===== config.mk =====
export PLATFORM = sky130hd
export DESIGN_NAME = multu_seq
export DESIGN_NICKNAME = d
export VERILOG_FILES = /design/src/rtl/cpu_arith_pkg.sv /design/src/rtl/multu_seq.sv
export SDC_FILE = /design/constraint.sdc
export NUM_CORES = 1
export LEC_CHECK = 0
export ABC_AREA = 1
export ABC_CLOCK_PERIOD_IN_PS = 2910
export BUFFER_PORTS_ARGS = -buffer_cell sky130_fd_sc_hd__buf_2
export CORE_MARGIN = 3
export CORE_UTILIZATION = 53
export CTS_CLUSTER_DIAMETER = 50
export DETAILED_ROUTE_END_ITERATION = 7
export PLACE_DENSITY = 0.73
export SLEW_MARGIN = 5
export SYNTH_ARGS = -nofsm -noshare
export SYNTH_HDL_FRONTEND = slang
export SYNTH_SLANG_ARGS = --single-unit

===== constraint.sdc =====
create_clock -name clock -period 2.91 [get_ports clock]
set_input_delay 0.291 -clock clock [delete_from_list [all_inputs] [get_ports clock]]
set_output_delay 0.291 -clock clock [all_outputs]
set_load 0.05 [all_outputs]

===== src/rtl/cpu_arith_pkg.sv =====
// Shared constants and control-state encoding for the EX-stage iterative
// arithmetic units (multiply and divide).
package cpu_arith_pkg;

    localparam int WIDTH = 32;
    localparam int CNT_W = 5;

    typedef enum logic {
        IDLE = 1'b0,
        RUN  = 1'b1
    } arith_state_e;

endpackage : cpu_arith_pkg


===== src/rtl/multu_seq.sv =====
// Iterative radix-2 shift-add unsigned multiplier for MULTU. One multiplier
// bit is retired per falling clock edge, so the result appears after WIDTH iterations.
module multu_seq
    import cpu_arith_pkg::*;
#(
    parameter int WIDTH = cpu_arith_pkg::WIDTH,
    parameter int CNT_W = cpu_arith_pkg::CNT_W
) (
    input  logic             clock,
    input  logic             reset,
    input  logic [WIDTH-1:0] multiplicand,
    input  logic [WIDTH-1:0] multiplier,
    input  logic             start,
    output logic [WIDTH-1:0] hi,
    output logic [WIDTH-1:0] lo,
    output logic             busy,
    output logic             done
);

    localparam logic [CNT_W-1:0] CNT_LAST = '1;

    arith_state_e     state_q;
    logic [WIDTH:0]   acc_q;
    logic [WIDTH-1:0] mq_q;
    logic [WIDTH-1:0] mc_q;
    logic [CNT_W-1:0] count_q;
    logic [WIDTH-1:0] hi_q;
    logic [WIDTH-1:0] lo_q;
    logic             done_q;

    logic [WIDTH:0]   addend;
    logic [WIDTH:0]   sum;
    logic [WIDTH:0]   acc_d;
    logic [WIDTH-1:0] mq_d;

    // acc_q[WIDTH] is always zero after a shift, so adding the full acc_q
    // is the same as adding its low WIDTH bits.
    // NOTE: every always_comb output gets a value on every path, so no latch is inferred.
    always_comb begin
        addend = mq_q[0] ? {1'b0, mc_q} : '0;
        sum    = acc_q + addend;
        acc_d  = {1'b0, sum[WIDTH:1]};
        mq_d   = {sum[0], mq_q[WIDTH-1:1]};
    end

    // NOTE: sequential state uses non-blocking assignments so every register
    // samples the pre-edge values regardless of statement order.
    always_ff @(negedge clock or negedge reset) begin
        if (!reset) begin
            state_q <= IDLE;
            acc_q   <= '0;
            mq_q    <= '0;
            mc_q    <= '0;
            count_q <= '0;
            hi_q    <= '0;
            lo_q    <= '0;
            done_q  <= 1'b0;
        end else begin
            done_q <= 1'b0;
            if (start) begin
                // A start while running discards the operation in flight.
                state_q <= RUN;
                acc_q   <= '0;
                mq_q    <= multiplier;
                mc_q    <= multiplicand;
                count_q <= '0;
            end else if (state_q == RUN) begin
                acc_q   <= acc_d;
                mq_q    <= mq_d;
                count_q <= count_q + 1'b1;
                if (count_q == CNT_LAST) begin
                    state_q <= IDLE;
                    hi_q    <= acc_d[WIDTH-1:0];
                    lo_q    <= mq_d;
                    done_q  <= 1'b1;
                end
            end
        end
    end

    assign busy = (state_q == RUN);
    assign done = done_q;
    assign hi   = hi_q;
    assign lo   = lo_q;

endmodule : multu_seq


==> results.cfg, run 1 <==
[worst_setup_path]
crit_chain = buf_2
required_ns = 2.62
worst_setup_path_end_kind = output port
worst-path-max-fanout = 2
start_kind = flip-flop
cpPeakStageDelay_ns = 0.45
slowest_stage = dfrtn_1
cp.arrival_ns = 2.59
path_buf_inv = 1
path_delay_family = flip-flops
worstSetupPathType = flip-flop to output port

[global_route]
grt_pass1_vias = 7808
grt_use_total_pct = 25.9
antenna_found_initial = 2
grt_max_degree = 43
grt_pass1_wl_mm = 38.4
grt_overflow_total = 0

[routing]
vias = 8206
vias_per_cell = 5.02
drtPass1Iterations = 6
post-route-drc-count = 0
wl_per_cell_um = 13.9
ant_nets = 0
drt_wl_total_mm = 22.8
drt_iter0_markers = 587

[yosys]
ys.flop_type = dfrtn_1
ys_types = 35
synth_area_um2 = 9130
ys_top_cells_by_area = dfrtn_1, nand2_1, inv_1, nand3_1, ha_1
yosysTopAreaCellShare_pct = 45.8
synth_warnings = 0
synth_edf_count = 0
syn_avg_cell_area_um2 = 7.19
synthArstFlopShare_pct = 100
synth_most_common_cell = nand2_1
synth_top_area_cell = dfrtn_1
synthCells = 1269
seq_area_frac_synth_pct = 45.8
ys_ff_latch = 167
ys_top_cells_by_count = nand2_1, dfrtn_1, inv_1, nand3_1, nor2_1
synth.net_count = 1371

[final_layout]
multi_input_area_um2 = 4210
drive_gt1_share_pct = 16.3
ff_latch_area_um2 = 4180
fin_area_um2 = 10800
areaGrowthSynthToFinish_pct = 18.4
layoutNonFillerInstCount = 1635
fin_nets = 1503
num-fill-cells = 1538

[placed_design]
place.gp.congestion = 0.922
dpl_cell_area_um2 = 10200
io_buffers = 132
place_hpwl_mm = 17.4
placed_cells = 1602

[clocking]
clk_latency_ns = 0.41
hold_buffers = 0
post_cts_buffers = 0
clk_pin_slew_ns = 0.05
cts.path.max_buffers = 2
cts_tree = built
cts_made_buffers = 17
post_cts_resized = 0
cts_root_buffer = clkbuf_16
clock-sinks = 167
h-tree-depth = 4

[pwr]
netSwitchingPower_w = 0.00161
finalPower_w = 0.00570
clock_power_share_pct = 40.5
power.share.sequential_pct = 45.0
p_comb_share_pct = 14.5
switching_share_pct = 28.2
p_int_w = 0.00409
irDropWorstVdd_uv = 422
leakage_nw = 6.42
power_density_nw_per_um2 = 527

[timing]
skew_ns = 0.00833
max-slew-margin-rel_pct = 69.6
setup_violations = 0
finalSetupTns_ns = 0
worst_slew_pin_slew_ns = 0.456
rsz0062_at_grt = no
hold_violations = 0
finalMaxSlewViolations = 0

[floorplan]
io-pin-count = 133
fp.dieW_um = 137
num_rows = 47
die_h_um = 137
core_area_um2 = 16700
floorplan.initialDensity_pct = 54.7
dieArea_um2 = 18800

[min_path]
hold_path.class = flip-flop to flip-flop

[outcome]
status = complete, no violations

[run]
max_cap_violations = 0
-- cell type report --
cell class                 count  area share, %
multi-input combinational    909           38.9
sequential                   167           38.7
timing repair buffer         154           9.08
inverter                     152           5.28
clock buffer                  19           4.19
tap                          220           2.55
clock inverter                13           1.33
antenna                        1         0.0231
-- routing by layer --
metal	vias up	global-route usage, %	wire, um
met1	3767	37.0	10600
met4	4	7.98	451
li1	4182	-	-
met3	37	5.55	1560
met2	216	39.9	10200
met5	-	0	15
-- worst min-delay path, stage by stage (launching register included) --
cell	delay (ns)
dfrtn_1	0.40
nand2_1	0.05
nand2_1	0.05
-- stage by stage --
step	hold slack (ns)	setup WS [ns]	utilization, %
after floorplan	0.402	0.316	-
after global placement	0.415	0.0919	61.1
after detailed placement	0.419	0.0546	61.1
after CTS	0.421	0.0130	64.7
after global routing	0.438	0.00278	64.7
final	0.417	0.0280	64.7
-- sequential cells by signal, indices dropped and copies added (netlist names) --
register  flops
lo           32
acc_q        32
mc_q         32
count_q       5
busy          1
done          1
mq_q         32
hi           32
-- cell usage in the layout (no fill, tap or decap), drive strengths merged --
master  netlist  final
a32o          1      1
a21o          1      1
o21bai        3      3
nand4         4      4
a22o          2      2
bufinv        0      2
ha           34     34
nand2       607    607
nor2         55     55
nand3       101    101
a21oi        26     26
diode         0      1
o21ai        52     52
dfrtn       167    167
clkbuf       18     19
nor3          5      5
or2           5      5
nand3b        5      5
clkinv        1      8
fa            1      1
buf          23    154
a31oi         1      1
xor2          6      6
inv         151    155
-- final timing paths --
kind	start	cells past startpoint	slack, ns	end
max in group asynchronous	reset	2	1.21	acc_q[2]
min in group asynchronous	reset	1	1.13	done
worst max register to register	mq_q[0]	15	0.50	hi[15]
worst max-delay path	hi[1]	1	0.03	hi[1]
worst min-delay path	mc_q[27]	2	0.42	mc_q[27]
worst min register to register	mc_q[27]	2	0.42	mc_q[27]
-- power groups by stage --
stage / clock network, W / registers [W] / logic, W
6_report: 0.00231 / 0.00256 / 0.000826
5_1_grt: 0.00243 / 0.00258 / 0.000940
4_1_cts: 0.00234 / 0.00256 / 0.000827
3_5_place_dp: 0 / 0.00260 / 0.000823
3_3_place_gp: 0 / 0.00260 / 0.000810
2_1_floorplan: 0 / 0.00259 / 0.000543
-- logic make-up (layout without fill, tap and decap cells) --
group	count (synthesis)	after routing	share of synthesized area, %
and+or+nand+nor	782	782	35.1
buffers and inverters	193	338	8.30
DFF	167	167	45.8
AOI/OAI and AO/OA	86	86	5.10
adders and majority gates	35	35	4.88
xor gates and xnor gates	6	6	0.822
other	0	1	0
Note: power is estimated with default switching activity, not from simulation.
==> run 2: changes to the inputs <==
--- a/config.mk
+++ b/config.mk
@@ -12,8 +12,10 @@
 export CORE_UTILIZATION = 53
 export CTS_CLUSTER_DIAMETER = 50
 export DETAILED_ROUTE_END_ITERATION = 7
+export HOLD_SLACK_MARGIN = 0.03
 export PLACE_DENSITY = 0.73
-export SLEW_MARGIN = 5
+export RECOVER_POWER = 25
+export SLEW_MARGIN = 10
 export SYNTH_ARGS = -nofsm -noshare
 export SYNTH_HDL_FRONTEND = slang
 export SYNTH_SLANG_ARGS = --single-unit
==> run 2 against run 1 <==
Net effect: non-clock buffer count is the same; routed wire length is essentially flat; clock skew grew 0.00055 ns; global-route usage is the same; highest routed layer unchanged; combinational power shrank 0.8%; via count grew 0.58%; final cell count is the same; hold slack gained 0.00081 ns; count of clock-buffer cells in the layout is the same; register-to-register slack lost 0.03 ns; die area is the same; core utilization shrank 0.26 points.
==> results.cfg, run 2 (synthesis results as in run 1) <==
[routing]
drt_wl_total_mm = 22.8
wl_per_cell_um = 14.0
vias_per_cell = 5.05
vias = 8254
ant_nets = 0
drt_iter0_markers = 604
drtPass1Iterations = 5
post-route-drc-count = 0

[timing]
finalMaxSlewViolations = 0
worst_slew_pin_slew_ns = 0.989
setup_violations = 0
hold_violations = 0
finalSetupTns_ns = 0
skew_ns = 0.00888
rsz0062_at_grt = no
max-slew-margin-rel_pct = 34.1

[final_layout]
final_common_cell = nand2_1
fin_area_um2 = 10800
areaGrowthSynthToFinish_pct = 17.9
layout_common_cells = nand2_1, dfrtn_1, inv_1
utilization_pct = 64.5
num-fill-cells = 1544
layoutNonFillerInstCount = 1635
fin_nets = 1503
drive_gt1_share_pct = 16.3

[worst_setup_path]
start_kind = flip-flop
path_buf_inv = 1
path_delay_family = flip-flops
required_ns = 2.62
cp.arrival_ns = 2.59
crit_path_start = hi[1]
crit_chain = buf_2
worst-path-max-fanout = 2
r2r_start = mq_q[0]
worstSetupPathType = flip-flop to output port
worst_setup_path_end_kind = output port
cpPeakStageDelay_ns = 0.45
slowest_stage = dfrtn_1

[floorplan]
fp.dieW_um = 137
floorplan.initialDensity_pct = 54.7
core_area_um2 = 16700
dieArea_um2 = 18800
io-pin-count = 133
num_rows = 47
die_h_um = 137

[clocking]
hold_buffers = 0
cts_root_buffer = clkbuf_16
clock-sinks = 167
h-tree-depth = 4
clk_pin_slew_ns = 0.05
post_cts_resized = 0
cts_tree = built
post_cts_buffers = 0
cts_made_buffers = 17
clk_latency_ns = 0.41
cts.path.max_buffers = 2

[global_route]
antenna_found_initial = 2
grt_use_total_pct = 25.9
grt_max_degree = 43
grt_overflow_total = 0
use_met2_pct = 39.9
grtUsageMet3_pct = 5.55
grt_pass1_vias = 7808
met1_usage_pct = 37.0
busiest_layer = met2
grt_pass1_wl_mm = 38.4

[run]
max_cap_violations = 0

[outcome]
status = complete, no violations

[min_path]
hold_path.class = flip-flop to flip-flop
min_from = mc_q[27]

[pwr]
irDropWorstVdd_uv = 423
leakage_nw = 6.41
power_density_nw_per_um2 = 528

[placed_design]
placed_cells = 1602
place.gp.congestion = 0.922
dpl_cell_area_um2 = 10200
place_hpwl_mm = 17.4
io_buffers = 132
run 2: stage by stage:
stage | hold slack, ns | power [W] | setup slack (ns)
after global placement | 0.415 | 0.00341 | 0.0919
after detailed placement | 0.419 | 0.00342 | 0.0546
after CTS | 0.421 | 0.00573 | 0.0130
after global routing | 0.438 | 0.00595 | 0.00278
after floorplan | 0.402 | 0.00313 | 0.316
final | 0.418 | 0.00569 | 0.0254
run 2: final timing paths:
path | to | slack [ns] | cells past startpoint
min | mc_q[27] | 0.42 | 2
max reg2reg | hi[19] | 0.47 | 15
min in group asynchronous | done | 1.37 | 1
max in group asynchronous | mq_q[17] | 0.39 | 2
max | hi[1] | 0.03 | 1
min reg2reg | mc_q[27] | 0.42 | 2
run 2: layout make-up:
class	instances	area [um^2]	area share, %
Antenna cell	1	2.50	0.0232
Clock buffer	19	453	4.21
Clock inverter	13	144	1.34
Inverter	152	571	5.30
Multi-Input combinational cell	909	4210	39.1
Sequential cell	167	4180	38.8
Tap cell	220	275	2.56
Timing Repair Buffer	154	938	8.71
run 2: power by group:
| part | leakage [nW] | switching [W] | internal [W] | total [W] |
|---|---|---|---|---|
| Clock | 0.300 | 0.000983 | 0.00132 | 0.00230 |
| Sequential | 2.19 | 0.0000817 | 0.00248 | 0.00256 |
| Combinational | 3.92 | 0.000536 | 0.000283 | 0.000819 |
run 2: layer usage:
metal | part of all wire (%) | up-vias
li1 | - | 4176
met1 | 46 | 3806
met2 | 45 | 232
met3 | 7.1 | 36
met4 | 2.0 | 4
met5 | 0.066 | -
==> run 3: changes to the inputs <==
--- a/config.mk
+++ b/config.mk
@@ -9,11 +9,11 @@
 export ABC_CLOCK_PERIOD_IN_PS = 2910
 export BUFFER_PORTS_ARGS = -buffer_cell sky130_fd_sc_hd__buf_2
 export CORE_MARGIN = 3
-export CORE_UTILIZATION = 53
+export CORE_UTILIZATION = 41
 export CTS_CLUSTER_DIAMETER = 50
 export DETAILED_ROUTE_END_ITERATION = 7
 export HOLD_SLACK_MARGIN = 0.03
-export PLACE_DENSITY = 0.73
+export PLACE_DENSITY = 0.58
 export RECOVER_POWER = 25
 export SLEW_MARGIN = 10
 export SYNTH_ARGS = -nofsm -noshare
==> run 3 against run 2 <==
Net effect: via count down 0.76%; clock skew is 0.00081 ns lower; clock power about the same; register-to-register slack got worse by 0.12 ns; count of clock-buffer cells in the layout shrank 1.
==> results.cfg, run 3 (synthesis results as in run 1) <==
[pwr]
netSwitchingPower_w = 0.00173
p_comb_share_pct = 14.3
power_density_nw_per_um2 = 525
irDropWorstVdd_uv = 371
p_int_w = 0.00393
leakage_nw = 6.39
clock_power_share_pct = 40.3
power.share.sequential_pct = 45.3
switching_share_pct = 30.5

[placed_design]
io_buffers = 132
dp_slack_ns = 0.0852
place.gp.congestion = 0.914
place_hpwl_mm = 18.6

[worst_setup_path]
worst-path-max-fanout = 2
crit_chain = buf_4
crit_path_start = hi[15]
path_delay_family = flip-flops
worst_setup_path_end_kind = output port
required_ns = 2.62
cpPeakStageDelay_ns = 0.49
cp.arrival_ns = 2.58
worstSetupPathType = flip-flop to output port
path_buf_inv = 1
slowest_stage = dfrtn_1
r2r_start = mq_q[0]
start_kind = flip-flop
rrSetupSlack_ns = 0.35

[floorplan]
io-pin-count = 133
num_rows = 53
core_area_um2 = 21400
fp.dieW_um = 155
floorplan.initialDensity_pct = 42.6
die_h_um = 155
dieArea_um2 = 24100

[routing]
post-route-drc-count = 0
ant_nets = 0
vias = 8191
drt_iter0_markers = 526
wl_per_cell_um = 14.5
drtPass1Iterations = 5
drt_wl_total_mm = 24.5
vias_per_cell = 4.84

[timing]
rsz0062_at_grt = no
setup_violations = 0
finalMaxSlewViolations = 0
skew_ns = 0.00807
hold_violations = 0
worst_slew_pin_slew_ns = 0.963
finalSetupTns_ns = 0
max-slew-margin-rel_pct = 35.8
fin_ws_ns = 0.0367

[clocking]
clk_latency_ns = 0.40
post_cts_resized = 1
cts_tree = built
cts.path.max_buffers = 2
clock-sinks = 167
hold_buffers = 0
post_cts_buffers = 0
cts_made_buffers = 17
cts_root_buffer = clkbuf_16
h-tree-depth = 4
clk_pin_slew_ns = 0.05

[min_path]
min_from = mc_q[25]
hold_path.class = flip-flop to flip-flop

[final_layout]
final_common_cell = nand2_1
drive_gt1_share_pct = 16.3
layout_common_cells = nand2_1, dfrtn_1, inv_1
fin_nets = 1504
areaGrowthSynthToFinish_pct = 18.2

[global_route]
grt_pass1_vias = 7912
grt_pass1_wl_mm = 40.3
antenna_found_initial = 3
grt_overflow_total = 0
grt_use_total_pct = 20.8
grt_max_degree = 60

[run]
max_cap_violations = 0

[outcome]
status = complete, no violations
-- run 3: final timing paths --
| kind | endpoint | cells past startpoint |
|---|---|---|
| max in group asynchronous | acc_q[29] | 2 |
| min in group asynchronous | mc_q[12] | 1 |
| max reg2reg | hi[15] | 16 |
| max | hi[15] | 1 |
| min reg2reg | mc_q[25] | 2 |
| min | mc_q[25] | 2 |
-- run 3: final cells by class --
| class | instances | area, um^2 |
|---|---|---|
| fillers | 2155 | 10600 |
| inverters | 152 | 571 |
| flip-flops and latches | 167 | 4180 |
| clock buffers | 18 | 439 |
| well taps | 275 | 344 |
| multi-input cells | 909 | 4210 |
| repair buffers | 155 | 898 |
| clock inverters | 14 | 154 |
| diodes | 1 | 2.50 |
-- run 3: power groups by stage --
stage	clock network, W	logic (W)	registers, W
finish	0.00228	0.000812	0.00257
global route	0.00242	0.000933	0.00258
CTS	0.00233	0.000824	0.00257
detailed placement	0	0.000822	0.00260
global placement	0	0.000815	0.00260
floorplan	0	0.000543	0.00259
-- run 3: metal layers --
| layer | global-route usage [%] | vias to the layer above | part of all wire (%) |
|---|---|---|---|
| met4 | 4.63 | 6 | 1.2 |
| met5 | 0 | - | 0.14 |
| met1 | 30.9 | 3762 | 49 |
| li1 | - | 4190 | - |
| met2 | 31.2 | 205 | 43 |
| met3 | 4.62 | 28 | 6.3 |
-- run 3: through the flow --
step | util, % | total power (W) | instances | hold slack (ns) | instance area (um^2)
2_1_floorplan | - | 0.00313 | 1269 | 0.402 | 9130
3_3_place_gp | 47.7 | 0.00342 | 1658 | 0.416 | 10200
3_5_place_dp | 47.7 | 0.00343 | 1658 | 0.419 | 10200
4_1_cts | 50.5 | 0.00572 | 1690 | 0.421 | 10800
5_1_grt | 50.4 | 0.00594 | 1690 | 0.436 | 10800
6_report | 50.4 | 0.00566 | 1691 | 0.416 | 10800
-- run 3: worst reg2reg max path, delay by kind of cell, from the launching register on --
family,cells,cell delay [ns]
AOI/OAI and AO/OA,1,0.08
adders and majority gates,2,0.59
buffers and inverters,4,0.46
DFF,1,0.41
and+or+nand+nor,9,0.84
